[config.mk]
export PLATFORM = sky130hd
export DESIGN_NAME = reg_bank_arbiter
export DESIGN_NICKNAME = d
export VERILOG_FILES = /design/src/rtl/reg_bank_arbiter.sv
export SDC_FILE = /design/constraint.sdc
export NUM_CORES = 1
export LEC_CHECK = 0
export CORE_UTILIZATION = 40
export DETAILED_ROUTE_END_ITERATION = 12
export GPL_TIMING_DRIVEN = 0
export PLACE_DENSITY = 0.73
export SETUP_SLACK_MARGIN = 0.3
export SYNTH_ARGS = -nofsm -noshare
export SYNTH_HDL_FRONTEND = slang
export SYNTH_SLANG_ARGS = --single-unit
[constraint.sdc]
create_clock -name CLK -period 2.8 [get_ports CLK]
set_input_delay 0.56 -clock CLK [delete_from_list [all_inputs] [get_ports CLK]]
set_output_delay 0.56 -clock CLK [all_outputs]
set_load 0.05 [all_outputs]
[src/rtl/reg_bank_arbiter.sv]
// reg_bank_arbiter: round-robin arbitrated two-cycle writes into a small register bank
module reg_bank_arbiter #(
    parameter int NREQ = 4,
    parameter int NREG = 4,
    parameter int AW   = 2,
    parameter int DW   = 8,
    localparam int IW  = (NREQ > 1) ? $clog2(NREQ) : 1
) (
    input  logic                 CLK,
    input  logic                 reset,
    input  logic                 clear,
    input  logic [NREQ-1:0]      req,
    input  logic [NREQ*AW-1:0]   wr_addr,
    input  logic [NREQ*DW-1:0]   wr_data,
    output logic [NREQ-1:0]      gnt,
    output logic                 busy,
    output logic [IW-1:0]        last_id,
    input  logic [AW-1:0]        rd_addr,
    output logic [DW-1:0]        rd_data
);
    typedef enum logic {IDLE, WRITE} state_t;
    state_t            state_q, state_d;
    logic [IW-1:0]     ptr_q, ptr_d;
    logic [IW-1:0]     last_id_q, last_id_d;
    logic [IW-1:0]     win_q, win_d;
    logic [AW-1:0]     addr_q, addr_d;
    logic [DW-1:0]     data_q, data_d;
    logic [NREQ-1:0]   gnt_q, gnt_d;
    logic [DW-1:0]     bank_q [NREG];
    logic [DW-1:0]     bank_d [NREG];
    logic              found;
    logic [IW-1:0]     win, cand;
    // first requester at or after ptr, wrapping around
    always_comb begin
        found = 1'b0;
        win = '0;
        cand = '0;
        for (int k = 0; k < NREQ; k++) begin
            cand = IW'((int'(ptr_q) + k) % NREQ);
            if (!found && req[cand]) begin
                found = 1'b1;
                win = cand;
            end
        end
    end
    // next state: capture a winner in IDLE, commit (or discard on clear) in WRITE
    always_comb begin
        state_d = state_q;
        ptr_d = ptr_q;
        last_id_d = last_id_q;
        win_d = win_q;
        addr_d = addr_q;
        data_d = data_q;
        gnt_d = '0;
        bank_d = bank_q;
        if (state_q == IDLE) begin
            if (clear) begin
                for (int r = 0; r < NREG; r++) bank_d[r] = '0;
            end else if (found) begin
                addr_d = wr_addr[int'(win)*AW +: AW];
                data_d = wr_data[int'(win)*DW +: DW];
                gnt_d = NREQ'(1) << win;
                last_id_d = win;
                win_d = win;
                state_d = WRITE;
            end
        end else begin
            for (int r = 0; r < NREG; r++)
                bank_d[r] = clear ? '0 : (int'(addr_q) == r) ? data_q : bank_q[r];
            ptr_d = IW'((int'(win_q) + 1) % NREQ);
            state_d = IDLE;
        end
    end
    // state registers, cleared asynchronously
    always_ff @(posedge CLK or negedge reset) begin
        if (!reset) begin
            state_q <= IDLE;
            ptr_q <= '0;
            last_id_q <= '0;
            win_q <= '0;
            addr_q <= '0;
            data_q <= '0;
            gnt_q <= '0;
            for (int r = 0; r < NREG; r++) bank_q[r] <= '0;
        end else begin
            state_q <= state_d;
            ptr_q <= ptr_d;
            last_id_q <= last_id_d;
            win_q <= win_d;
            addr_q <= addr_d;
            data_q <= data_d;
            gnt_q <= gnt_d;
            bank_q <= bank_d;
        end
    end
    // asynchronous read port; unmapped addresses read as zero
    always_comb begin
        rd_data = '0;
        for (int r = 0; r < NREG; r++)
            if (int'(rd_addr) == r) rd_data = bank_q[r];
    end
    assign gnt = gnt_q;
    assign busy = (state_q == WRITE);
    assign last_id = last_id_q;
endmodule

==> impl_metrics.yaml, run 1 <==
die:
  dieArea_um2: 6810
  initial_core_util: 0.426
  core_area_um2: 6100
  die_x_um: 82.5
  dieHeight_um: 82.5
  io_pins: 64
  rows: 28
synth:
  netlist_instances: 231
  yosysTopAreaCell: "dfrtp_1"
  synth.avg_cell_area_um2: 11.2
  ys_warn_count: 0
  synth_top_cell_area_share: 0.492
  synth.most_common_cell: "dfrtp_1"
  async_reset_ff_frac: 1.00
  synth_ff_type: "dfrtp_1"
  synth_edf_count: 0
  ys_types: 34
  seq_area_frac_synth: 0.492
  netlist_area_um2: 2590
  syn_nets: 280
  ys_ff_latch: 51
  yosys-top-cells-area: "dfrtp_1 (49%), mux2i_1 (13%), mux4_2 (6.9%)"
  synth_commonest_cells: "dfrtp_1 (51), nor2_1 (36), mux2i_1 (33)"
cells_and_area:
  nets: 347
  num_antenna_cells: 0
  final_util: 0.558
  drive_above_1_share: 0.127
  area.growth.synth_to_final_pct: 31.1
  nFillCells: 543
sta:
  setup_tns_ns: 0
  fmax_ghz: 0.419
  finalClockSkew_ns: 0.0105
  maxSlewHeadroom: 0.565
  rsz0062_at_grt: "false"
  hold_violations: 0
  final-max-slew-violation-count: 0
  setup_violations: 0
  finalWorstPathRequiredPeriod_ns: 2.39
  period_share: 0.852
  setup_slack_ns: 0.415
  tightest_slew_ns: 0.653
global_routing:
  antenna_found_initial: 0
  grt_pass1_vias: 1989
  grt_max_degree: 27
  track_usage: 0.192
  grt_overflow: 0
  grt_pass1_wl_um: 9690
route:
  vias: 2054
  drc: 0
  wl_per_cell_um: 15.7
  avgViaCountPerCell: 5.49
  ant_nets: 0
  first_pass_iters: 4
  detail_route.iter0.violations: 130
  wirelength_um: 5880
clock_network:
  cts_hold_buf: 0
  cts.path.max_buffers: 2
  cts_sinks: 51
  path_clk_slew_ns: 0.10
  cts-root-buf: "clkbuf_8"
  cts_tree: "yes"
  h-tree-depth: 2
  cts_buffers: 5
  clk_latency_ns: 0.31
  postCtsSetupBuffers: 0
  cts-resized-gates: 8
placement:
  dp_hpwl_um: 4400
  gp_routability_congestion: 0.830
  place_ws_ns: 0.115
  io_buffers: 59
pwr:
  power_leakage_nw: 1.63
  peakVddDrop_v: 0.000353
  p_per_area_nw_per_um2: 656
critical_path:
  critPathLaunchType: "primary input"
  end_kind: "output port"
  worst-path-max-fanout: 8
  worstRegToRegCells: 6
  crit_type: "in -> out"
  rr_endpoint: "data_q[5]$_DFFE_PN0P_"
  worst_ep_arrival_time_ns: 1.83
  reg2reg_setup_slack_ns: 0.78
  r2r_start: "ptr_q[1]$_DFFE_PN0P_"
  crit_required_ns: 2.24
worst_hold_path:
  hp-class: "in -> async"
outcome:
  run_status: "finished clean"
job:
  drv_cap: 0
==> registers in the layout, summed over array words and instances, names as in the netlist <==
name and flops:
ptr_q 2, addr_q 2, win_q 2, busy 1, gnt 4, data_q 8, bank_q 32
==> stage by stage <==
stage | instances | instance area, um2 | hold WS [ns] | total power, mW
after floorplan | 231 | 2590 | 0.264 | 1.47
after global placement | 365 | 3280 | 0.496 | 1.71
after detailed placement | 366 | 3290 | 0.509 | 1.73
after CTS | 374 | 3400 | 0.261 | 2.25
after global routing | 374 | 3400 | 0.281 | 2.35
final | 374 | 3400 | 0.242 | 2.23
==> critical path, cell delays in order <==
cell and delay [ns]:
buf_2 0.27, mux4_2 0.56, dlygate4sd2_1 0.44
==> metal layers <==
metal,vias to the layer above,global-route usage,share of wire
met5,-,0,0
met4,0,0.0466,0.0097
met3,5,0.0330,0.060
met2,88,0.320,0.47
met1,990,0.260,0.46
li1,971,-,-
==> cell usage in the layout (no fill, tap or decap), types with 2 or more instances in the layout <==
cell,instances
nand3b_1,2
clkbuf_1,12
inv_1,2
dfrtp_1,51
nor2_1,36
mux2i_1,33
buf_2,4
a21oi_1,15
mux4_2,8
dlygate4sd2_1,8
mux2_2,8
clkdlybuf4s50_1,50
buf_6,2
a221o_1,10
o21ai_0,11
clkbuf_8,5
o22a_1,2
nand3_1,11
nand2_1,6
mux2_1,2
==> worst max-delay path by stage <==
stage	startpoint	end	slack (ns)	cells past startpoint
floorplan	rd_addr[0]	rd_data[0]	0.76	2
detailed placement	rd_addr[0]	rd_data[4]	0.12	3
global placement	reset	data_q[7]$_DFFE_PN0P_	-0.32	1
global route	rd_addr[0]	rd_data[6]	0.35	3
CTS	rd_addr[0]	rd_data[4]	0.39	3
finish	rd_addr[0]	rd_data[4]	0.41	3
==> final cells by class <==
type                       instances  area, um2  area share
clock buffer                       5       68.8      0.0202
inverter                           3       11.3     0.00331
multi-input combinational        158       1210       0.357
buffer                            19       93.8      0.0276
sequential                        51       1280       0.375
tap                               75       93.8      0.0276
timing repair buffer              60        596       0.175
clock inverter                     3       47.5      0.0140
==> logic make-up after synthesis <==
group / count (synthesis) / synth area share
xor gates and xnor gates: 1 / 0.00338
DFF: 51 / 0.492
muxes: 51 / 0.240
buffers and inverters: 22 / 0.0405
and+or+nand+nor: 63 / 0.109
AOI/OAI and AO/OA: 43 / 0.115
==> power breakdown <==
part	internal (mW)	switching, mW
clock network	0.271	0.254
logic	0.343	0.389
registers	0.852	0.122
Power figures use the tool's default switching activity.
==> run 2: changes to the inputs <==
--- a/config.mk
+++ b/config.mk
@@ -6,9 +6,11 @@
 export NUM_CORES = 1
 export LEC_CHECK = 0
 export CORE_UTILIZATION = 40
+export CTS_CLUSTER_SIZE = 16
 export DETAILED_ROUTE_END_ITERATION = 12
+export DONT_BUFFER_PORTS = 1
 export GPL_TIMING_DRIVEN = 0
-export PLACE_DENSITY = 0.73
+export PLACE_DENSITY = 0.6
 export SETUP_SLACK_MARGIN = 0.3
 export SYNTH_ARGS = -nofsm -noshare
 export SYNTH_HDL_FRONTEND = slang
==> impl_metrics.yaml, run 2 (synthesis results as in run 1) <==
outcome:
  run_status: "finished clean"
critical_path:
  worst_ep_arrival_time_ns: 2.34
  crit_type: "reg -> reg"
  worstRegToRegCells: 5
  end_kind: "flop"
  r2r_start: "busy$_DFF_PN0_"
  critPathLaunchType: "flop"
  worst-path-max-fanout: 10
  reg2reg_setup_slack_ns: 0.65
  rr_endpoint: "data_q[7]$_DFFE_PN0P_"
  crit_required_ns: 2.98
sta:
  whs_ns: 0.0984
  finalWorstPathRequiredPeriod_ns: 2.15
  rsz0062_at_grt: "false"
  setup_slack_ns: 0.648
  hold_violations: 0
  period_share: 0.769
  maxSlewHeadroom: 0.567
  fmax_ghz: 0.465
  setup_tns_ns: 0
  tightest_slew_ns: 0.649
  setup_violations: 0
  final-max-slew-violation-count: 0
  finalClockSkew_ns: 0.00359
cells_and_area:
  num_antenna_cells: 0
  layout_commonest_cell: "dfrtp_1"
  area.growth.synth_to_final_pct: 8.63
  regMostFlops: "bank_q"
  final_cell_mix: "dfrtp_1 (51), nor2_1 (36), mux2i_1 (33)"
  final_util: 0.462
  fin_area_um2: 2820
  fin_cells: 314
  largest_register_ffs: 32
  nets: 288
  drive_above_1_share: 0.146
clock_network:
  cts_tree: "yes"
  cts_buffers: 5
  clk_latency_ns: 0.30
  h-tree-depth: 2
  cts_sinks: 51
  cts.path.max_buffers: 2
  path_clk_slew_ns: 0.08
  cts-resized-gates: 0
  cts-root-buf: "clkbuf_8"
pwr:
  peakVddDrop_v: 0.000368
  power_leakage_nw: 1.36
  p_per_area_nw_per_um2: 742
  finalPower_mw: 2.09
placement:
  dp_hpwl_um: 4060
  placedCellCount: 306
  gp_routability_congestion: 0.735
  io_buffers: 0
  place_ws_ns: 0.626
  placement.cell_area_um2: 2690
global_routing:
  grt_max_degree: 52
  grt_pass1_wl_um: 9040
  track_usage: 0.183
  antenna_found_initial: 0
  grt_pass1_vias: 1676
  grt_overflow: 0
route:
  ant_nets: 0
  vias: 1738
  first_pass_iters: 4
  detail_route.iter0.violations: 102
  wl_per_cell_um: 17.9
  avgViaCountPerCell: 5.54
  drc: 0
  wirelength_um: 5620
die:
  io_pins: 64
  dieHeight_um: 82.5
  rows: 28
  die_x_um: 82.5
  initial_core_util: 0.426
  core_area_um2: 6100
  dieArea_um2: 6810
worst_hold_path:
  hp-class: "in -> async"
job:
  drv_cap: 0
[run 2: area by class of cell]
| cell class | count | area, um2 |
|---|---|---|
| Buffer | 19 | 93.8 |
| Clock buffer | 6 | 72.6 |
| Clock inverter | 1 | 30.0 |
| Fill cell | 583 | 3280 |
| Inverter | 3 | 11.3 |
| Multi-Input combinational cell | 158 | 1210 |
| Sequential cell | 51 | 1280 |
| Tap cell | 75 | 93.8 |
| Timing Repair Buffer | 1 | 27.5 |
[run 2: report_power, final]
| group | leakage, nW | switching, mW | internal (mW) |
|---|---|---|---|
| Combinational | 0.630 | 0.305 | 0.258 |
| Clock | 0.0513 | 0.225 | 0.262 |
| Sequential | 0.682 | 0.192 | 0.851 |
| Total | 1.36 | 0.721 | 1.37 |
[run 2: routing by layer]
layer,track usage,up-vias,wire (um)
met5,0,-,0
met4,0.0517,0,70
met3,0.0407,5,421
met2,0.267,78,2410
met1,0.270,807,2720
li1,-,848,-
[run 2: timing repair]
| item | CTS | global route |
|---|---|---|
| hold endpoints to repair | 51 | 0 |
| setup endpoints to repair | 0 | 0 |
| hold buffers | 1 | 0 |
| setup buffers | 0 | 0 |
[run 2: worst max-delay path, stage by stage, from the launching register on]
cell,delay (ns)
dfrtp_1,0.57
clkbuf_1,0.28
or3_1,0.37
buf_2,0.17
clkbuf_1,0.25
a221o_1,0.40
[run 2: worst max-delay path by stage]
stage              startpoint  slack (ns)  depth (start not counted)               endpoint
2_1_floorplan      rd_addr[0]        0.76                          2             rd_data[0]
3_3_place_gp   busy$_DFF_PN0_        0.64                          5  data_q[5]$_DFFE_PN0P_
3_5_place_dp   busy$_DFF_PN0_        0.63                          5  data_q[7]$_DFFE_PN0P_
4_1_cts        busy$_DFF_PN0_        0.62                          5  data_q[7]$_DFFE_PN0P_
5_1_grt        busy$_DFF_PN0_        0.51                          8  data_q[4]$_DFFE_PN0P_
6_report       busy$_DFF_PN0_        0.65                          5  data_q[7]$_DFFE_PN0P_
==> run 3: changes to the inputs <==
==> constraint.sdc (replaced) <==
create_clock -name CLK -period 2.1 [get_ports CLK]
set_input_delay 0.42 -clock CLK [delete_from_list [all_inputs] [get_ports CLK]]
set_output_delay 0.42 -clock CLK [all_outputs]
set_load 0.05 [all_outputs]
==> impl_metrics.yaml, run 3 (synthesis results as in run 1) <==
outcome:
  run_status: "finished clean"
global_routing:
  track_usage: 0.192
  grt_pass1_vias: 1752
  grt_pass1_wl_um: 9410
  antenna_found_initial: 0
  grt_max_degree: 52
  grt_overflow: 0
sta:
  finalWorstPathRequiredPeriod_ns: 1.90
  maxSlewHeadroom: 0.636
  setup_violations: 0
  rsz0062_at_grt: "true"
  hold_violations: 0
  final-max-slew-violation-count: 0
  setup_tns_ns: 0
  tightest_slew_ns: 0.546
  period_share: 0.905
  fmax_ghz: 0.526
  finalClockSkew_ns: 0.0113
cells_and_area:
  drive_above_1_share: 0.280
  seqCellArea_um2: 1280
  layout_commonest_cell: "dfrtp_1"
  num_antenna_cells: 0
  nFillCells: 567
  area.growth.synth_to_final_pct: 20.7
  multi_input_area_um2: 1320
  regMostFlops: "bank_q"
  nets: 305
  fin_cells: 332
  largest_register_ffs: 32
  final_cell_mix: "dfrtp_1 (50), nor2_1 (35), mux2i_1 (32)"
worst_hold_path:
  holdPathEnd: "gnt[2]$_DFF_PN0_"
  hp-start: "req[1]"
  hp-class: "in -> reg"
  worstHoldPathCells: 3
clock_network:
  cts_tree: "yes"
  h-tree-depth: 2
  clk_latency_ns: 0.31
  cts.path.max_buffers: 2
  path_clk_slew_ns: 0.10
  cts_buffers: 5
  cts_sinks: 51
  cts-root-buf: "clkbuf_8"
critical_path:
  crit_top_cell: "buf_6"
  crit_type: "reg -> reg"
  crit_required_ns: 2.30
  end_kind: "flop"
  cp_cell_sequence: "buf_6 > mux2i_4 > o22ai_4 > nor2_4 > buf_6 > mux2_1 > a221o_1"
  crit_start: "ptr_q[1]$_DFFE_PN0P_"
  worst-path-max-fanout: 4
  reg2reg_setup_slack_ns: 0.20
  rr_endpoint: "data_q[3]$_DFFE_PN0P_"
  critPathLaunchType: "flop"
  worst_ep_arrival_time_ns: 2.10
  slowest_stage: "dfrtp_1"
  r2r_start: "ptr_q[1]$_DFFE_PN0P_"
  worstRegToRegCells: 7
  slowest_delay_ns: 0.36
die:
  core_area_um2: 6100
  dieHeight_um: 82.5
  rows: 28
  initial_core_util: 0.426
  die_x_um: 82.5
  io_pins: 64
  dieArea_um2: 6810
placement:
  io_buffers: 0
  placedCellCount: 306
  dp_hpwl_um: 4000
  gp_routability_congestion: 0.809
route:
  first_pass_iters: 4
  wirelength_um: 6000
  avgViaCountPerCell: 5.72
  vias: 1899
  drc: 0
  ant_nets: 0
  detail_route.iter0.violations: 131
  wl_per_cell_um: 18.1
pwr:
  power_leakage_nw: 1.52
  peakVddDrop_v: 0.000503
  p_per_area_nw_per_um2: 983
  finalPower_mw: 3.08
job:
  drv_cap: 0
run 3: repair_timing:
| action | in CTS | in global routing |
|---|---|---|
| hold buffers | 2 | 0 |
| gates resized for setup | 15 | 27 |
| buffers inserted | 8 | 7 |
| endpoints found under the setup margin | 18 | 42 |
| pin swaps | 3 | 10 |
| gates cloned | 1 | 0 |
| hold endpoints to repair | 51 | 0 |
run 3: critical path: cells and delay by family, from the launching register on:
family / cells / cell delay [ns]
buffers and inverters: 2 / 0.25
DFF: 1 / 0.36
and+or+nand+nor: 1 / 0.14
muxes: 2 / 0.59
AOI/OAI and AO/OA: 2 / 0.45
run 3: worst max path at each step:
stage / slack, ns / endpoint
finish: 0.20 / data_q[3]$_DFFE_PN0P_
global route: 0.13 / data_q[3]$_DFFE_PN0P_
CTS: 0.18 / bank_q[14]$_DFFE_PN0P_
detailed placement: 0.08 / data_q[4]$_DFFE_PN0P_
global placement: 0.13 / data_q[3]$_DFFE_PN0P_
floorplan: 0.30 / addr_q[0]$_DFFE_PN0P_
run 3: metal layers:
metal,part of all wire,global-route usage,wire (um)
met1,0.47,0.282,2850
met4,0.014,0.0621,85
met2,0.44,0.281,2650
met5,0,0,0
met3,0.070,0.0407,422
run 3: report_power, final:
part | internal, mW | switching, mW
Clock | 0.392 | 0.343
Sequential | 1.14 | 0.258
Combinational | 0.476 | 0.476
run 3: final cells by class:
type,count,share of cell area
tap,75,0.0300
multi-input combinational,158,0.420
timing repair buffer,18,0.0567
clock inverter,2,0.0124
sequential,51,0.408
buffer,19,0.0419
clock buffer,6,0.0264
inverter,3,0.00519
run 3: through the flow:
step                      hold slack (ns)  area (um2)  setup slack, ns  utilization
after floorplan                     0.124        2610            0.302            -
after global placement              0.126        2710            0.131        0.444
after detailed placement            0.126        2710           0.0822        0.444
after CTS                           0.383        3000            0.180        0.492
after global routing                0.368        3130            0.134        0.514
final                               0.377        3130            0.200        0.514
